## src/rtl/cascaded_mod_counter.sv

```systemverilog
// cascaded_mod_counter: two-stage modulo counter with enable, direction, clear, clamped load, wrap and overflow flags
module cascaded_mod_counter #(
  parameter int W1 = 4,
  parameter int W2 = 3,
  parameter int MOD1 = 10,
  parameter int MOD2 = 6
) (
  input  logic          clk,
  input  logic          rst,
  input  logic          en,
  input  logic          up,
  input  logic          clr,
  input  logic          load,
  input  logic [W1-1:0] ld_q1,
  input  logic [W2-1:0] ld_q2,
  output logic [W1-1:0] Q1,
  output logic [W2-1:0] Q2,
  output logic          tc1,
  output logic          tc,
  output logic          wrap,
  output logic          ovf
);
  if (MOD1 < 2 || MOD1 > (1 << W1)) begin : g_bad_mod1
    $fatal(1, "cascaded_mod_counter: MOD1 out of range 2..2**W1");
  end
  if (MOD2 < 2 || MOD2 > (1 << W2)) begin : g_bad_mod2
    $fatal(1, "cascaded_mod_counter: MOD2 out of range 2..2**W2");
  end
  localparam logic [W1-1:0] max1 = W1'(MOD1 - 1);
  localparam logic [W2-1:0] max2 = W2'(MOD2 - 1);
  localparam logic [W1-1:0] one1 = W1'(1);
  localparam logic [W2-1:0] one2 = W2'(1);
  logic          end1, end2;
  logic [W1-1:0] q1_n;
  logic [W2-1:0] q2_n;
  // stage boundaries, carry flags and next count (clr > load > en); stage 2 moves only on a stage-1 carry/borrow
  always_comb begin
    end1 = up ? Q1 == max1 : Q1 == '0;
    end2 = up ? Q2 == max2 : Q2 == '0;
    tc1  = en & end1;
    tc   = tc1 & end2;
    q1_n = clr ? '0 : load ? (ld_q1 > max1 ? max1 : ld_q1) : !en ? Q1 :
           end1 ? (up ? '0 : max1) : up ? Q1 + one1 : Q1 - one1;
    q2_n = clr ? '0 : load ? (ld_q2 > max2 ? max2 : ld_q2) : !tc1 ? Q2 :
           end2 ? (up ? '0 : max2) : up ? Q2 + one2 : Q2 - one2;
  end
  // count and flag registers; wrap pulses after a full-chain wrap, ovf is sticky until clr or reset
  always_ff @(posedge clk or negedge rst)
    if (!rst) begin
      Q1   <= '0;
      Q2   <= '0;
      wrap <= 1'b0;
      ovf  <= 1'b0;
    end else begin
      Q1   <= q1_n;
      Q2   <= q2_n;
      wrap <= tc & ~clr & ~load;
      ovf  <= ~clr & (ovf | (tc & ~load));
    end
endmodule

```

## config.mk

```make
export PLATFORM = sky130hd
export DESIGN_NAME = cascaded_mod_counter
export DESIGN_NICKNAME = d
export VERILOG_FILES = /design/src/rtl/cascaded_mod_counter.sv
export SDC_FILE = /design/constraint.sdc
export NUM_CORES = 1
export LEC_CHECK = 0
export CORE_AREA = 3 3 45 47
export CTS_CLUSTER_SIZE = 12
export DETAILED_ROUTE_END_ITERATION = 10
export DIE_AREA = 0 0 48 50
export PLACE_DENSITY = 0.74
export SKIP_LAST_GASP = 1
export SYNTH_ARGS = -nofsm -noshare
export SYNTH_HDL_FRONTEND = slang
export SYNTH_SLANG_ARGS = --single-unit
```

## constraint.sdc

```tcl
create_clock -name clk -period 2.1 [get_ports clk]
set_input_delay 0.42 -clock clk [delete_from_list [all_inputs] [get_ports clk]]
set_output_delay 0.42 -clock clk [all_outputs]
set_load 0.01 [all_outputs]
```

# --- Yosys cells after proc, flatten, opt, wreduce, memory -nomap -nowiden ---
# Index checks and enable logic that the tools add are counted.
classes:
  n_mul: 0
  order_cmp: 2
  eq_ne: 2
  reduce_logical: 4
  bitwise_logic: 9
  addsub: 4
  shifts: 0
  n_mux: 16
  div_mod_pow: 0
ops:
  columns: ["operator", "count"]
  rows:
  - ["4-bit two-way mux", 7]
  - ["3-bit two-way mux", 7]
  - ["1-bit bitwise AND", 6]
  - ["3-bit nonzero test", 2]
  - ["4-bit by 1-bit adder with 4-bit output, second input constant", 1]
  - ["4-bit == test, second input constant", 1]
  - ["4-bit > comparator, second input constant", 1]
  - ["4-bit logical NOT", 1]
  - ["4-bit by 1-bit subtractor with 4-bit output, second input constant", 1]
  - ["3-bit by 1-bit adder with 3-bit output, second input constant", 1]
  - ["3-bit == test, second input constant", 1]
  - ["3-bit > comparator, second input constant", 1]
  - ["3-bit logical NOT", 1]
  - ["3-bit by 1-bit subtractor with 3-bit output, second input constant", 1]
  - ["1-bit two-way mux", 2]
  - ["1-bit inverter", 2]
  - ["1-bit bitwise OR", 1]
word_totals:
  output_inout_bits: 11
  latchBits: 0
  romBits: 0
  wordCells: 41
  mem_count: 0
  mem_bits_rw: 0
  register_bits: 9
  inputBits: 13

# --- Logic depth before layout (Yosys ltp) ---
# Gate-level depths: netlist of the first run.
logic_depth:
  ltp_word: 7
  ltp_mapped: 7
  ltp_nobuf: 6

# --- Least setup slack after synthesis of the first run ---
# No wires, ideal clock.
synth_timing:
  path_type: "input-to-reg"
  start: "in up"
  end: "reg Q2[2]"
  n_path_buf: 1
  path_stages: 6
  setup_time_ps: 82
  arrival_ps: 1877
  slack_ps: 141
  required_ps: 2018
  cell_sequence: "clkbuf_1 inv_1 fa_1 xor2_1 or3_1 a31oi_1"
synth_via:
  elab_chain_cells: 5
  elab_cells_between_ends: 10
  classes_between: "mux: 8; bitwise: 1; reduce/logical: 1"
synth_rtl:
  columns: ["element", "line_no", "source"]
  rows:
  - ["start, declared", "11", "input logic up,"]
  - ["3-bit two-way mux or 1-bit two-way mux (tied branches)", "45, 39", null]
  - ["3-bit two-way mux", "45", "end2 ? (up ? '0 : max2) : up ? Q2 + one2 : Q2 - one2;"]
  - ["3-bit two-way mux (3 in series)", "44", "q2_n = clr ? '0 : load ? (ld_q2 > max2 ? max2 : ld_q2) : !tc1 ? Q2 :"]
  - ["end signal, assigned", "56", "Q2 <= q2_n;"]
  - ["end, declared", "17", "output logic [W2-1:0] Q2,"]
# Several ways; a longest one is shown, not always the timed one. The select of a mux whose other input is x is not followed.
# A chain may end at the register's enable or synchronous reset.

# --- Worst setup path in the final report of the first run ---
layout_timing:
  start: "reg Q2[0]"
  end: "out tc"
layout_via:
  elab_chain_cells: 3
  elab_cells_between_ends: 4
  classes_between: "eq/ne: 1; mux: 1; bitwise: 1; reduce/logical: 1"
layout_rtl:
  columns: ["element", "line_no", "source"]
  rows:
  - ["3-bit == test or 3-bit logical NOT (tied branches)", "39", "end2 = up ? Q2 == max2 : Q2 == '0;"]
  - ["1-bit two-way mux (*)", "39", null]
  - ["1-bit bitwise AND (*)", "41", "tc = tc1 & end2;"]
  - ["end, declared", "19", "output logic tc,"]
# Every way passes the cells marked *; elsewhere a longest branch is shown, timed or not.

==> results.tsv, run 1 <==
metric	value	unit
outcome	finished clean	
Crit path depth	4	
number of diodes	0	
r2r startpoint	Q2[0]$_DFFE_PN0P_	
Initial Utilization	44.3	%
Worst Clk Skew	5.05	ps
prevailing post-synth register cell	dfrtp_1	
Top Ports	24	
maxcap violations	0	
max incr delay on CP	380	ps
critical path fanouts, max	2	
Peak Freq	506	MHz
CP max-delay cell	or3_1	
Yosys reg bits	9	
clock-pin slew on the worst setup and hold paths	60	ps
Routed Wire Length	1.95	mm
asr flop ratio synth	100	%
# rows	15	
die width	48	um
Synth Warn #	0	
Placed Instance Area	0.00107	mm^2
dpl hpwl	1.57	mm
Finished Layout Cells	138	
cells along the critical path	or3_1 -> and2_4 -> nor3_1 -> dlygate4sd2_1	
Worst Hold Class	input pin to asynchronous set/reset pin	
worst reg-to-reg path cell count	5	
Tot GR Track Use	17.4	%
number of H-tree levels	1	
Synth Instances	84	
CTS tree	done	
Buf+Inv Stages, Crit Path	1	
Area Overhead vs Synth	49.2	%
Nets	139	
DIE AREA	0.00240	mm^2
Critical Path Start	Q2[0]$_DFFE_PN0P_	
placed instance count	132	
Worst Setup Slack, final	124	ps
pre-CTS setup slack	-425	ps
Pins Over Slew Limit	0	
drt pass-1 iters	4	
final setup fails	0	
crit end category	primary output	
Final Critical Period	1980	ps
crit path to	tc	
Core Region	0.00169	mm^2
PortBufs	23	
Worst slew margin	71.7	%
pin count of the biggest net entering global routing	10	
worst-margin pin slew	423	ps
DRC Markers	0	
synthesized area	748	um^2
RSZ-0062 raised after global routing	no	
clk_lat worst skew	260	ps
Peak VDD IR	0.469	mV
sequential area share after synthesis	30.1	%
Iter 0 DRT Violations	29	
Final period util	94.1	%
Crit Path Class	flop to primary output	
post-route design area	0.00112	mm^2
family with the most delay on the worst path	simple AND/OR/NAND/NOR gates	
Syn Nets	101	
global placer's final weighted congestion	0.909	
CP Launch Type	flop	
Post-synth EDFFs	0	
fillers	149	
post-route ant nets	0	
post-DR wirelength/cell	14.2	um
clock sink count	9	
worst endpoint required time	1680	ps
Fin Setup TNS	0	ps
Vias/cell	5.68	
Vias	784	
P per Cell Area	489	mW/mm^2
Inserted Clock Buffers	3	
number of global-route vias before repair	710	
share of layout cells above drive strength 1	23.1	%
Root Driver	clkbuf_4	
Die Y	50	um
Unique masters post-synth	38	
final hold violations	0	
total power	546	uW
Longest Clk Path Bufs	2	
initial antenna violation count	0	
Crit path arrival time	1560	ps
Synth Area per Inst	8.91	um^2
Lkg Pwr	0.530	nW
Remaining Overflow, GRT	0	
first-pass GRT wire length	3.16	mm
R2R Setup Slk	420	ps
reg2reg end	ovf$_DFF_PN0_	
-- cell type report --
cell class | instances | area [um^2] | share of cell area [%]
Clock buffer | 3 | 22.5 | 2.02
Clock inverter | 1 | 5.00 | 0.448
Inverter | 9 | 33.8 | 3.03
Multi-Input combinational cell | 62 | 473 | 42.4
Sequential cell | 9 | 226 | 20.3
Tap cell | 17 | 21.3 | 1.91
Timing Repair Buffer | 37 | 334 | 29.9
-- cells in the mapped netlist, drive strengths merged (2+ instances only) --
| master | n | area [um^2] |
|---|---|---|
| xnor2 | 2 | 17.5 |
| nand3 | 4 | 20.0 |
| or3 | 3 | 18.8 |
| nand2b | 3 | 18.8 |
| inv | 9 | 33.8 |
| nand3b | 2 | 15.0 |
| ha | 2 | 25.0 |
| fa | 2 | 40.0 |
| a21oi | 7 | 38.8 |
| o21ai | 5 | 25.0 |
| nor2 | 8 | 32.5 |
| buf | 2 | 15.0 |
| nor3 | 3 | 20.0 |
| o211a | 3 | 30.0 |
| a32oi | 2 | 17.5 |
| xor2 | 2 | 17.5 |
| dfrtp | 9 | 225 |
| clkbuf | 2 | 7.51 |
-- how the worst min path moves through the flow --
stage	slack (ps)	from	end
floorplan	120	rst	Q1[0]$_DFFE_PN0P_
global placement	510	ovf$_DFF_PN0_	ovf$_DFF_PN0_
detailed placement	530	ovf$_DFF_PN0_	ovf$_DFF_PN0_
CTS	470	rst	Q1[3]$_DFFE_PN0P_
global route	460	rst	Q2[2]$_DFFE_PN0P_
finish	460	rst	Q2[1]$_DFFE_PN0P_
-- power breakdown --
part           total (mW)  internal, mW  switching, mW
Sequential          0.200         0.185         0.0149
Combinational       0.215         0.116         0.0985
Clock               0.131        0.0702         0.0606
Total               0.546         0.372          0.174
-- cells in the final DEF, fill, tap and decap left out, types with 3 or more instances in the layout --
| master | instances |
|---|---|
| clkdlybuf4s50_1 | 19 |
| nand3_1 | 4 |
| nand2b_1 | 3 |
| a21oi_1 | 6 |
| clkbuf_4 | 3 |
| o211a_1 | 3 |
| or3_1 | 3 |
| inv_1 | 8 |
| o21ai_0 | 4 |
| buf_4 | 14 |
| dfrtp_1 | 8 |
| nor2_1 | 7 |
-- repair_timing --
item / 4_1_cts / 5_1_grt
hold buffers: 0 / 0
resized for setup: 4 / 4
setup endpoints to repair: 4 / 2
pin swaps: 0 / 1
setup buffers: 0 / 2
-- through the flow --
| step | hold slack [ps] | utilization, % |
|---|---|---|
| floorplan | 124 | - |
| global placement | 507 | 63.2 |
| detailed placement | 526 | 63.2 |
| CTS | 467 | 65.1 |
| global route | 464 | 66.1 |
| finish | 462 | 66.1 |
-- registers in the layout, indices dropped and copies added, names as in the netlist --
signal  flops
Q2          3
Q1          4
ovf         1
wrap        1
-- per-layer routing --
layer	vias to the layer above	track usage (%)	routed length, um
met5	-	0	0
met4	0	1.79	24
met3	4	2.19	98
met2	26	25.3	940
met1	371	27.8	891
li1	383	-	-
-- kinds of logic (layout without fill, tap and decap cells) --
logic type                 count (synthesis)  after routing  share of synthesized area, %
and+or+nand+nor                           28             28                          22.9
AOI/OAI and AO/OA                         26             26                          26.1
buffers and inverters                     13             50                          7.52
DFF                                        9              9                          30.1
adders and majority gates                  4              4                          8.70
xor gates and xnor gates                   4              4                          4.68
Note: power is estimated with default switching activity, not from simulation.
==> run 2, diff against run 1 <==
- CORE_AREA: 3 3 45 47 -> 3 3 48 50
- DIE_AREA: 0 0 48 50 -> 0 0 51 53
- GPL_ROUTABILITY_DRIVEN: not set -> 0
- PLACE_DENSITY: 0.74 -> 0.68
- clock period: 2.1 -> 1.76 ns (I/O delays scaled with it)
==> results.tsv, run 2 (synthesis gave the netlist of run 1 again) <==
metric	value	unit
Nets	143	
CTS tree	done	
Final period util	104	%
critical path fanouts, max	2	
pin count of the biggest net entering global routing	10	
Routed Wire Length	2.06	mm
DIE AREA	0.00270	mm^2
Worst Hold Class	input pin to asynchronous set/reset pin	
share of layout cells above drive strength 1	31.2	%
PortBufs	23	
Peak VDD IR	0.346	mV
drt pass-1 iters	4	
Lkg Pwr	0.549	nW
Buf+Inv Stages, Crit Path	1	
Core Region	0.00194	mm^2
Vias/cell	5.35	
worst endpoint required time	1410	ps
Sw Share	32.0	%
commonest non-fill, non-tap cell in the layout	clkdlybuf4s50_1	
most frequent cells in the layout	18 x clkdlybuf4s50_1, 17 x buf_4, 8 x dfrtp_1, 7 x inv_1, 6 x nor2_1	
Crit path arrival time	1480	ps
Die Y	53	um
violated checks	setup timing	
family with the most delay on the worst path	simple AND/OR/NAND/NOR gates	
clock sink count	9	
Finished Layout Cells	152	
# rows	16	
P per Cell Area	569	mW/mm^2
Reg power frac	35.0	%
Crit Path Class	flop to primary output	
post-route ant nets	0	
Tot GR Track Use	18.7	%
Core Util, Final	61.0	%
Inserted Clock Buffers	3	
final hold slack	377	ps
post-DR wirelength/cell	13.6	um
CP max-delay cell	or3_4	
number of diodes	0	
Internal	458	uW
Root Driver	clkbuf_4	
final setup fails	1	
worst-margin pin slew	398	ps
placed instance count	147	
Peak Freq	546	MHz
Area Overhead vs Synth	58.2	%
cells along the critical path	or3_4 -> and2_4 -> nor3_4 -> buf_2	
max incr delay on CP	400	ps
Longest Clk Path Bufs	2	
Remaining Overflow, GRT	0	
DRC Markers	0	
die width	51	um
outcome	complete, but fails checks	
Logic pwr share	41.0	%
first-pass GRT wire length	3.73	mm
Final Critical Period	1830	ps
Psw	215	uW
RSZ-0062 raised after global routing	yes	
power share of the clock group	24.0	%
CP Launch Type	flop	
number of global-route vias before repair	864	
maxcap violations	0	
Pins Over Slew Limit	0	
biggest regs	Q1 (4), Q2 (3)	
final hold violations	0	
Worst slew margin	73.4	%
clk_lat worst skew	270	ps
number of H-tree levels	1	
Top Ports	24	
Worst Clk Skew	3.98	ps
Vias	813	
initial antenna violation count	0	
Worst Setup Slack, final	-72.8	ps
Iter 0 DRT Violations	15	
Top reg by flops	Q1	
Initial Utilization	38.5	%
crit end category	primary output	
Largest register FFs	4	
fillers	199	
dpl hpwl	1.63	mm
Post-CTS Hold Buffers	0	
clock-pin slew on the worst setup and hold paths	60	ps
-- run 2: routing by layer --
metal	wire, um	part of all wire, %	vias up	global-route usage [%]
li1	-	-	391	-
met1	829	40	381	21.5
met2	1050	51	34	32.2
met3	126	6.1	7	4.51
met4	59	2.9	0	8.97
met5	0	0	-	0
-- run 2: worst paths after layout --
kind	start	end	slack (ps)	cells after the start
worst min register to register	ovf$_DFF_PN0_	ovf$_DFF_PN0_	540	2
worst max-delay path	Q2[2]$_DFFE_PN0P_	tc	-70	4
min in group clk	ovf$_DFF_PN0_	ovf$_DFF_PN0_	540	2
max in group asynchronous	rst	Q2[1]$_DFFE_PN0P_	1080	1
worst max register to register	Q2[2]$_DFFE_PN0P_	ovf$_DFF_PN0_	10	5
worst min-delay path	rst	Q1[0]$_DFFE_PN0P_	380	1
-- run 2: power by group through the flow --
stage / registers, mW / clock network [mW] / logic [mW]
final: 0.236 / 0.161 / 0.276
after floorplan: 0.249 / 0 / 0.118
after global routing: 0.238 / 0.179 / 0.307
after detailed placement: 0.237 / 0 / 0.263
after global placement: 0.236 / 0 / 0.259
after CTS: 0.235 / 0.163 / 0.269
-- run 2: final cells by class --
cell class                      instances  area (um^2)  share of cell area [%]
Tap cell                               27         33.8                    2.85
Clock buffer                            4         26.3                    2.22
Multi-Input combinational cell         62          498                    42.1
Sequential cell                         9          226                    19.1
Timing Repair Buffer                   41          365                    30.9
Inverter                                9         33.8                    2.85
-- run 2: through the flow --
stage               worst slack, ps  total power [mW]  setup TNS (ps)  area (um^2)
floorplan                      7.62             0.367               0          749
global placement               -638             0.496           -4370         1120
detailed placement             -664             0.500           -4590         1120
CTS                           -43.2             0.667           -43.2         1150
global route                   -100             0.725            -170         1180
finish                        -72.8             0.673           -72.8         1180
-- run 2: timing repair --
item | CTS | global route
endpoints found under the setup margin | 8 | 10
pin swaps | 3 | 6
resized for setup | 15 | 10
buffers inserted | 0 | 1
-- run 2: worst reg2reg max path, stage by stage, from the launching register on --
cell and delay, ps:
dfrtp_1 380, or3_4 400, and2_4 160, buf_4 130, or4_4 490, a21oi_2 130
